==> config.mk <==
export PLATFORM = sky130hd
export DESIGN_NAME = sincos_cordic_flat
export DESIGN_NICKNAME = d
export VERILOG_FILES = /design/src/rtl/sincos_cordic_if.sv /design/src/rtl/sincos_cordic.sv /design/src/flat_wrapper.sv
export SDC_FILE = /design/constraint.sdc
export NUM_CORES = 1
export LEC_CHECK = 0
export ABC_AREA = 1
export CAP_MARGIN = 20
export CELL_PAD_IN_SITES_DETAIL_PLACEMENT = 1
export CELL_PAD_IN_SITES_GLOBAL_PLACEMENT = 1
export CORE_ASPECT_RATIO = 1.1
export CORE_MARGIN = 3
export CORE_UTILIZATION = 40
export DETAILED_ROUTE_END_ITERATION = 10
export PLACE_DENSITY_LB_ADDON = 0.1
export SYNTH_ARGS = -nofsm -noshare
export SYNTH_HDL_FRONTEND = slang
export SYNTH_SLANG_ARGS = --single-unit
==> constraint.sdc <==
create_clock -name clk -period 7 [get_ports clk]
set_input_delay 1.05 -clock clk [delete_from_list [all_inputs] [get_ports clk]]
set_output_delay 1.05 -clock clk [all_outputs]
set_load 0.05 [all_outputs]
==> src/rtl/sincos_cordic_if.sv <==
// Handshake and result bundle between an angle source and the CORDIC sin/cos generator.
interface sincos_cordic_if #(
   parameter int unsigned N = 10
);

   logic                start;
   logic        [N-1:0] theta;
   logic                busy;
   logic                valid;
   logic signed [N-1:0] sin;
   logic signed [N-1:0] cos;

   modport master (
      output start,
      output theta,
      input  busy,
      input  valid,
      input  sin,
      input  cos
   );

   modport slave (
      input  start,
      input  theta,
      output busy,
      output valid,
      output sin,
      output cos
   );

endinterface

==> src/rtl/sincos_cordic.sv <==
// Iterative CORDIC sine/cosine generator: unsigned angle in, signed Q1.F sin/cos out,
// one result per conversion under a start/valid handshake.
module sincos_cordic #(
   parameter int unsigned N    = 10,
   parameter int unsigned F    = 9,
   parameter int unsigned ITER = 12
) (
   input logic            clk,
   input logic            rst_n,
   sincos_cordic_if.slave bus
);

   // Guard bits below the output LSB; x/y carry two extra integer bits for CORDIC growth.
   localparam int unsigned G  = 4;
   localparam int unsigned W  = N + G + 2;
   localparam int unsigned ZW = N + G + 1;
   localparam int unsigned IW = $clog2(ITER);
   localparam real         Pi = 3.14159265358979323846;

   // Start vector pre-scaled by 1/K so the rotated vector lands at unit magnitude.
   localparam logic signed [W-1:0] X0 = W'(longint'(0.6072529350 * (2.0 ** (F + G))));

   localparam logic signed [W:0] OutMax = (W + 1)'(2 ** (N - 1) - 1);
   localparam logic signed [W:0] OutMin = -((W + 1)'(2 ** (N - 1)));

   typedef enum logic [1:0] {
      StIdle,
      StIterate,
      StFinish
   } state_e;

   state_e                state_q, state_d;
   logic signed [W-1:0]   x_q, x_d;
   logic signed [W-1:0]   y_q, y_d;
   logic signed [ZW-1:0]  z_q, z_d;
   logic        [1:0]     quad_q, quad_d;
   logic        [IW-1:0]  i_q, i_d;
   logic signed [N-1:0]   sin_q, sin_d;
   logic signed [N-1:0]   cos_q, cos_d;
   logic                  valid_q, valid_d;

   logic signed [W-1:0]   xs, ys;
   logic signed [W-1:0]   mc, ms;
   logic signed [ZW-1:0]  atan_tab [ITER];

   // atan(2^-k) expressed in units of 2^-(N+G) turn, rounded to nearest.
   function automatic logic signed [ZW-1:0] atan_code(input int k);
      real a;
      a = $atan(1.0 / (2.0 ** k)) / (2.0 * Pi) * (2.0 ** (N + G));
      return ZW'(longint'(a));
   endfunction

   // Drop the guard bits with round-half-up, then clamp to the Q1.F range.
   function automatic logic signed [N-1:0] round_sat(input logic signed [W-1:0] v);
      logic signed [W:0] t;
      t = (W + 1)'(v) + (W + 1)'(2 ** (G - 1));
      t = t >>> G;
      if (t > OutMax) begin
         return OutMax[N-1:0];
      end else if (t < OutMin) begin
         return OutMin[N-1:0];
      end
      return t[N-1:0];
   endfunction

   for (genvar g = 0; g < int'(ITER); g++) begin : g_atan
      assign atan_tab[g] = atan_code(g);
   end

   // State register.
   always_ff @(posedge clk or negedge rst_n) begin
      if (!rst_n) begin
         state_q <= StIdle;
      end else begin
         state_q <= state_d;
      end
   end

   // Next-state logic: idle until start, ITER micro-rotations, one finish cycle.
   always_comb begin
      state_d = state_q;
      unique case (state_q)
         StIdle:    if (bus.start) state_d = StIterate;
         StIterate: if (i_q == IW'(ITER - 1)) state_d = StFinish;
         StFinish:  state_d = StIdle;
         default:   state_d = StIdle;
      endcase
   end

   // Datapath next-state: load on accept, rotate while iterating, map and narrow on finish.
   always_comb begin
      x_d     = x_q;
      y_d     = y_q;
      z_d     = z_q;
      quad_d  = quad_q;
      i_d     = i_q;
      sin_d   = sin_q;
      cos_d   = cos_q;
      valid_d = 1'b0;
      xs      = x_q >>> i_q;
      ys      = y_q >>> i_q;
      mc      = x_q;
      ms      = y_q;
      unique case (state_q)
         StIdle: begin
            if (bus.start) begin
               x_d    = X0;
               y_d    = '0;
               // Residual angle within the quadrant, in [0, 90 deg).
               z_d    = ZW'({bus.theta[N-3:0], {G{1'b0}}});
               quad_d = bus.theta[N-1:N-2];
               i_d    = '0;
            end
         end
         StIterate: begin
            if (!z_q[ZW-1]) begin
               x_d = x_q - ys;
               y_d = y_q + xs;
               z_d = z_q - atan_tab[i_q];
            end else begin
               x_d = x_q + ys;
               y_d = y_q - xs;
               z_d = z_q + atan_tab[i_q];
            end
            i_d = i_q + 1'b1;
         end
         StFinish: begin
            // Negation stays at width W, where |x|,|y| never reach the negative limit.
            case (quad_q)
               2'd0: begin
                  mc = x_q;
                  ms = y_q;
               end
               2'd1: begin
                  mc = -y_q;
                  ms = x_q;
               end
               2'd2: begin
                  mc = -x_q;
                  ms = -y_q;
               end
               default: begin
                  mc = y_q;
                  ms = -x_q;
               end
            endcase
            cos_d   = round_sat(mc);
            sin_d   = round_sat(ms);
            valid_d = 1'b1;
         end
         default: ;
      endcase
   end

   // Datapath and result registers; reset discards any partial conversion.
   always_ff @(posedge clk or negedge rst_n) begin
      if (!rst_n) begin
         x_q     <= '0;
         y_q     <= '0;
         z_q     <= '0;
         quad_q  <= '0;
         i_q     <= '0;
         sin_q   <= '0;
         cos_q   <= '0;
         valid_q <= 1'b0;
      end else begin
         x_q     <= x_d;
         y_q     <= y_d;
         z_q     <= z_d;
         quad_q  <= quad_d;
         i_q     <= i_d;
         sin_q   <= sin_d;
         cos_q   <= cos_d;
         valid_q <= valid_d;
      end
   end

   // Outputs: busy decoded from state, results straight from registers.
   always_comb begin
      bus.busy  = (state_q != StIdle);
      bus.valid = valid_q;
      bus.sin   = sin_q;
      bus.cos   = cos_q;
   end

endmodule
==> src/flat_wrapper.sv <==
// flat-port wrapper written by rule: the top's interface ports become plain ports
module sincos_cordic_flat 
#(
   parameter int unsigned N    = 10,
   parameter int unsigned F    = 9,
   parameter int unsigned ITER = 12
)
  (clk, rst_n, bus_start, bus_theta, bus_busy, bus_valid, bus_sin, bus_cos);
  sincos_cordic_if #(.N(N)) bus_i ();
  input logic clk;
  input logic rst_n;
  input wire logic [$bits(bus_i.start)-1:0] bus_start;
  input wire logic [$bits(bus_i.theta)-1:0] bus_theta;
  output wire logic [$bits(bus_i.busy)-1:0] bus_busy;
  output wire logic [$bits(bus_i.valid)-1:0] bus_valid;
  output wire logic [$bits(bus_i.sin)-1:0] bus_sin;
  output wire logic [$bits(bus_i.cos)-1:0] bus_cos;
  assign bus_i.start = bus_start;
  assign bus_i.theta = bus_theta;
  assign bus_busy = bus_i.busy;
  assign bus_valid = bus_i.valid;
  assign bus_sin = bus_i.sin;
  assign bus_cos = bus_i.cos;
  sincos_cordic #(.N(N), .F(F), .ITER(ITER)) u_core (.clk(clk), .rst_n(rst_n), .bus(bus_i));
endmodule
After elaboration in Yosys (flattened, before gate mapping)

Memory sizes are Yosys's and may differ from the RTL's.
Index checks and enable logic that the tools add are counted.

Bits in registers: 76
Latch bits: 0
Bits in writable memories: 0
Bits in read-only memories: 240
Input port bits: 13
Output and inout bits: 22
Logic and storage cells: 76
Memories: 1

Add/sub/neg operators: 11
Multipliers: 0
Divide/modulo/power cells: 0
$lt $le $gt $ge: 5
Equal/unequal tests: 7
Shift operators: 2
Muxes and demuxes: 33
Bitwise operators: 1
Reduce and logical (&&, ||, !) cells: 7

Memory list:

| memory           | words | width | rd ports | clocked after Yosys merged registers in | wr ports | line                 | RTL |
|---|---|---|---|---|---|---|---|
| (name not given) | 16    | 15    | 1        | 0                                       | 0        | sincos_cordic.sv:119 | `z_d = z_q - atan_tab[i_q];` |

Operators by type and width:

| cell                                                     | count |
|---|---|
| 2-to-1 mux 16 bit                                        | 6 |
| case mux 16 bit (3 select lines)                         | 2 |
| case mux 16 bit (2 select lines)                         | 2 |
| 2-to-1 mux 10 bit                                        | 6 |
| 2-to-1 mux 15 bit                                        | 4 |
| adder 16 x 5 -> 17 bit, second input constant            | 2 |
| adder 16 bit                                             | 2 |
| negation 16 bit                                          | 2 |
| >>> shifter 16 x 4 -> 16 bit                             | 2 |
| subtractor 16 bit                                        | 2 |
| case mux 15 bit (2 select lines)                         | 1 |
| > comparator 13 x 10 -> 1 bit, second input constant     | 2 |
| < comparator 13 x 10 -> 1 bit, second input constant     | 2 |
| adder 15 bit                                             | 1 |
| subtractor 15 bit                                        | 1 |
| case mux 4 bit (2 select lines)                          | 1 |
| 2-to-1 mux 1 bit                                         | 7 |
| AND reduction 2 bit                                      | 3 |
| greater-or-equal comparator 5 bit, second input constant | 1 |
| inverter 4 -> 5 bit                                      | 1 |
| adder 4 x 1 -> 4 bit, second input constant              | 1 |
| equality test 2 x 1 -> 1 bit, second input constant      | 2 |
| equality test 2 bit, second input constant               | 2 |
| equality test 4 bit, second input constant               | 1 |
| 7 further kinds                                          | 10 |

Logic depth before layout (Yosys ltp)

Depth in word-level cells: 9
Depth in mapped cells: 34
Mapped depth without buffers: 33

Worst setup path before layout

OpenSTA, ideal clock, no wires.

Path kind: flip-flop to flip-flop
Start point: register u_core.i_q[0]
End point: register u_core.z_q[14]
Setup time: 0.121 ns
Arrival: 3.864 ns
Data required time: 6.879 ns
Path slack: 3.015 ns
Stages on the path, launching flop included: 26
Buffers on the path: 2
Clock period less this slack: 3.985 ns
Cell sequence: dfrtp_1 -> buf_4 -> buf_4 -> inv_2 -> ha_1 -> inv_1 -> a21oi_1 -> inv_1 -> o22ai_1 -> inv_1 -> ha_1 -> inv_1 -> o21ai_0 -> inv_1 -> fa_1 -> nor2_1 -> o21a_1 -> nor2_1 -> o21ai_0 -> a31oi_1 -> o21ai_0 -> a21oi_1 -> o21bai_1 -> nand2_1 -> nand2_1 -> o21ai_1

Longest elaborated chain between the ends: 7
Elaborated cells between the ends (all ways): 8
Those cells by class: add/sub: 2; mux: 4; bitwise: 1; memory: 1

Ends and longest elaborated chain:

| element                                                  | line                                       | RTL |
|---|---|---|
| from (decl)                                              | sincos_cordic.sv:37                        | `logic [IW-1:0] i_q, i_d;` |
| from (signal assigned)                                   | sincos_cordic.sv:171                       | `i_q <= i_d;` |
| inverter 4 -> 5 bit (implied by the code) (*)            | sincos_cordic.sv:119, sincos_cordic.sv:123 |  |
| memory read (16 x 15 bit) (*)                            | n/a                                        |  |
| 2-to-1 mux 15 bit (implied by the code) (*) (2 in a row) | sincos_cordic.sv:123                       | `z_d = z_q + atan_tab[i_q];` |
| subtractor 15 bit / adder 15 bit (equally long branches) | sincos_cordic.sv:119, sincos_cordic.sv:123 |  |
| 2-to-1 mux 15 bit (*)                                    | sincos_cordic.sv:116                       | `if (!z_q[ZW-1]) begin` |
| case mux 15 bit (2 select lines) (*)                     | sincos_cordic.sv:104                       | `unique case (state_q)` |
| to (signal assigned)                                     | sincos_cordic.sv:169                       | `z_q <= z_d;` |
| to (decl)                                                | sincos_cordic.sv:35                        | `logic signed [ZW-1:0] z_q, z_d;` |

Mark *: on every way between the ends. The rest lies on a longest branch, timed or not. The select of a mux whose other input is x is not followed.
A chain may end at the register's enable or synchronous reset.

Worst setup path in the final report

Start point: register u_core.i_q[1]
End point: register u_core.z_q[14]

The elaborated chain is that of the path after synthesis.

==> impl_metrics.json <==
{
  "initial_utilization_pct": 40.8,
  "antenna_found_initial": 0,
  "synth-xor-area-share_pct": 5.81,
  "synth_compound_area_share_pct": 20.4,
  "cp-end-kind": "flip-flop",
  "fp-row-count": 57,
  "fin_nets": 1574,
  "cts-resized-gates": 0,
  "clkLatencyLatePin_ns": 0.37,
  "globalRouteTotalUtil_pct": 27.4,
  "synthMuxAreaShare_pct": 0.442,
  "synth.yosys.seq_area_share_pct": 21.0,
  "hpwlAfterDp_um": 25300,
  "timing.setup.tns_ns": 0,
  "min_delay_worst_endpoint": "u_core.z_q[13]",
  "timing.slew.headroom_pct": 34.9,
  "cp.arrival_ns": 5.69,
  "ff2ff_setup_slack_ns": 1.56,
  "first_iter_violations": 506,
  "place.port_buffers": 34,
  "yosys.area_share.adder_pct": 8.13,
  "syn_area_per_cell_um2": 6.04,
  "r2r_path_end": "u_core.z_q[14]",
  "core_region_area_mm2": 0.0222,
  "root_buffer_cell": "sky130_fd_sc_hd__clkbuf_16",
  "drt_first_pass_iters": 5,
  "place.gp.congestion": 0.913,
  "boundaryPins": 35,
  "drc": 0,
  "clock_tree.buffer_depth": 2,
  "timing.hold.worst.class": "reg -> reg",
  "clock_tree.htree_level_count": 3,
  "ys_ff_latch": 76,
  "finalClockSkew_ns": 0.00931,
  "post_synth_top_area_share_pct": 21.0,
  "outcome": "finished, final reports clean",
  "ff2ff_path_depth": 23,
  "route.vias.total": 9853,
  "route.detailed.wl_per_inst_um": 18.3,
  "grt_first_pass_wirelength_um": 52900,
  "antenna_cells_inserted": 0,
  "synthesis.nets": 1568,
  "synth_top_cell_by_area": "sky130_fd_sc_hd__dfrtp_1",
  "hold_path_cell_cnt": 2,
  "grt_max_degree": 49,
  "number_of_hold_buffers_added_after_cts": 0,
  "setup_repair_after_global_routing_missed_its_margin": "no",
  "max_clock_freq_mhz": 184,
  "postLayoutSetupSlackWorst_ns": 1.56,
  "yosys-top-cells-area": "sky130_fd_sc_hd__dfrtp_1 21%, sky130_fd_sc_hd__nand2_1 18%, sky130_fd_sc_hd__o21ai_0 8.6%",
  "detail_route.wirelength_um": 33000,
  "netlist_area_mm2": 0.00905,
  "die_x_um": 149,
  "finalWorstPathRequiredPeriod_ns": 5.44,
  "r2r_start": "u_core.i_q[1]",
  "timing_max_transition_violations_final": 0,
  "syn_inst": 1498,
  "synth-simple-area-share_pct": 34.4,
  "critPathMaxFanout": 34,
  "worst_slew_pin_slew_ns": 0.976,
  "postCtsSetupRepairBufs": 0,
  "overflow": 0,
  "hp-start": "u_core.z_q[13]",
  "route.antenna.remaining_nets": 0,
  "worst_setup_hold_path_clk_slew_ns": 0.07,
  "area_growth_pct": 9.62,
  "required_ns": 7.25,
  "fin_crit_share_pct": 77.8,
  "die_area_mm2": 0.0245,
  "layout_cells_sized_above_1_pct": 4.84,
  "first_global_vias": 10100,
  "final_hold_viol_count": 0,
  "cts_tree": "done",
  "crit_path_start_kind": "flip-flop",
  "viasPerCell": 5.46,
  "placement.setup.worst_slack_ns": 1.61,
  "critical_path_class": "reg -> reg",
  "finalSetupViolations": 0,
  "post_synth_num_cell_types": 55,
  "die_y_um": 164,
  "yosys_warnings": 0,
  "cts_inserted_buffers": 9,
  "combinational_family_with_the_most_area_after_synthesis": "simple AND/OR/NAND/NOR gates",
  "tritoncts_num_sinks": 76,
  "drv.max_cap_violation_count": 0
}
-- stage by stage --
stage	hold slack [ns]	cells	util [%]	area, um^2
3_3_place_gp	0.469	1787	43.3	9590
2_1_floorplan	0.455	1498	-	9050
6_report	0.491	1804	44.7	9920
4_1_cts	0.495	1803	44.6	9890
3_5_place_dp	0.476	1787	43.3	9590
5_1_grt	0.519	1804	44.7	9920
-- how the worst max path moves through the flow --
| stage | start | to | slack (ns) | depth (start not counted) |
|---|---|---|---|---|
| final | u_core.i_q[1] | u_core.z_q[14] | 1.56 | 23 |
| after global routing | u_core.i_q[1] | u_core.z_q[14] | 1.03 | 23 |
| after CTS | u_core.i_q[1] | u_core.z_q[14] | 1.61 | 23 |
| after detailed placement | u_core.i_q[1] | u_core.z_q[14] | 1.61 | 23 |
| after global placement | u_core.i_q[1] | u_core.z_q[14] | 1.84 | 23 |
| after floorplan | u_core.i_q[0] | u_core.z_q[14] | 3.01 | 25 |
-- cell usage after synthesis (all sizes together) --
master,instances
a21oi,99
a2111oi,1
a22o,1
o2bb2ai,1
nand3b,5
o21bai,1
nor3,8
mux2i,4
o211ai,7
nand4,9
xor2,46
and2,1
and3,2
nand2,440
or2,8
a21boi,1
a21o,2
xnor2,14
clkbuf,25
a221oi,4
nor2,172
o31ai,4
inv,177
clkinv,2
o22ai,22
buf,22
nor4,2
ha,54
nand3,92
a22oi,2
a221o,1
o221ai,2
o21ai,176
o2111ai,3
fa,3
a31oi,5
dfrtp,76
o21a,4
-- placed cells by master (no fill, tap or decap), drive strengths merged, types with 7 or more instances in the layout --
cell and instances:
a21oi 99, buf 9, clkbuf 10, clkdlybuf4s50 33
dfrtp 76, ha 54, inv 178, nand2 440
nand3 92, nand4 9, nor2 172, nor3 8
o211ai 7, o21ai 176, o22ai 22, or2 8
xnor2 14, xor2 46
-- kinds of logic after synthesis --
family	count (synthesis)
simple gates	739
compound gates	336
buf+inv	226
flops	76
xor+xnor	60
fa+ha+maj	57
mux	4
-- state kept, by name, indices dropped and copies added (netlist names) --
signal and cells:
u_core.x_q 16, u_core.bus.valid 1, u_core.i_q 4, u_core.quad_q 2
u_core.bus.cos 10, u_core.bus.sin 10, u_core.y_q 16, u_core.z_q 15
u_core.state_q 2
-- critical path, stage by stage (launching register included) --
cell                       delay, ns
sky130_fd_sc_hd__dfrtp_1        0.95
sky130_fd_sc_hd__inv_1          0.50
sky130_fd_sc_hd__ha_1           0.43
sky130_fd_sc_hd__inv_1          0.05
sky130_fd_sc_hd__a21oi_1        0.22
sky130_fd_sc_hd__inv_1          0.12
sky130_fd_sc_hd__o22ai_1        0.24
sky130_fd_sc_hd__inv_1          0.08
sky130_fd_sc_hd__ha_1           0.28
sky130_fd_sc_hd__inv_1          0.03
sky130_fd_sc_hd__o21ai_0        0.22
sky130_fd_sc_hd__inv_1          0.10
sky130_fd_sc_hd__fa_1           0.44
sky130_fd_sc_hd__nor2_1         0.12
sky130_fd_sc_hd__o21a_1         0.11
sky130_fd_sc_hd__nor2_1         0.07
sky130_fd_sc_hd__o21ai_0        0.37
sky130_fd_sc_hd__a31oi_1        0.21
sky130_fd_sc_hd__o21ai_0        0.31
sky130_fd_sc_hd__a21oi_1        0.11
sky130_fd_sc_hd__o21bai_1       0.17
sky130_fd_sc_hd__nand2_1        0.07
sky130_fd_sc_hd__nand2_1        0.06
sky130_fd_sc_hd__o21ai_1        0.06
-- routing by layer --
metal  wire, um  vias to the layer above  global-route usage [%]
met5          0                        -                       0
met4        940                        0                    9.57
met3        857                       57                    2.81
met2      17200                      143                    51.6
met1      14000                     4740                    32.1
li1           -                     4913                       -
-- area by class of cell --
type | count | area, um^2
tap | 295 | 369
clock buffer | 10 | 239
multi-input combinational | 1196 | 6260
fill | 3045 | 12300
inverter | 179 | 672
timing repair buffer | 42 | 418
sequential | 76 | 1900
clock inverter | 6 | 61.3
Power is left out: the tool's default activity adds up to more than one toggle a clock period on the data nets, which glitch-free logic cannot reach.
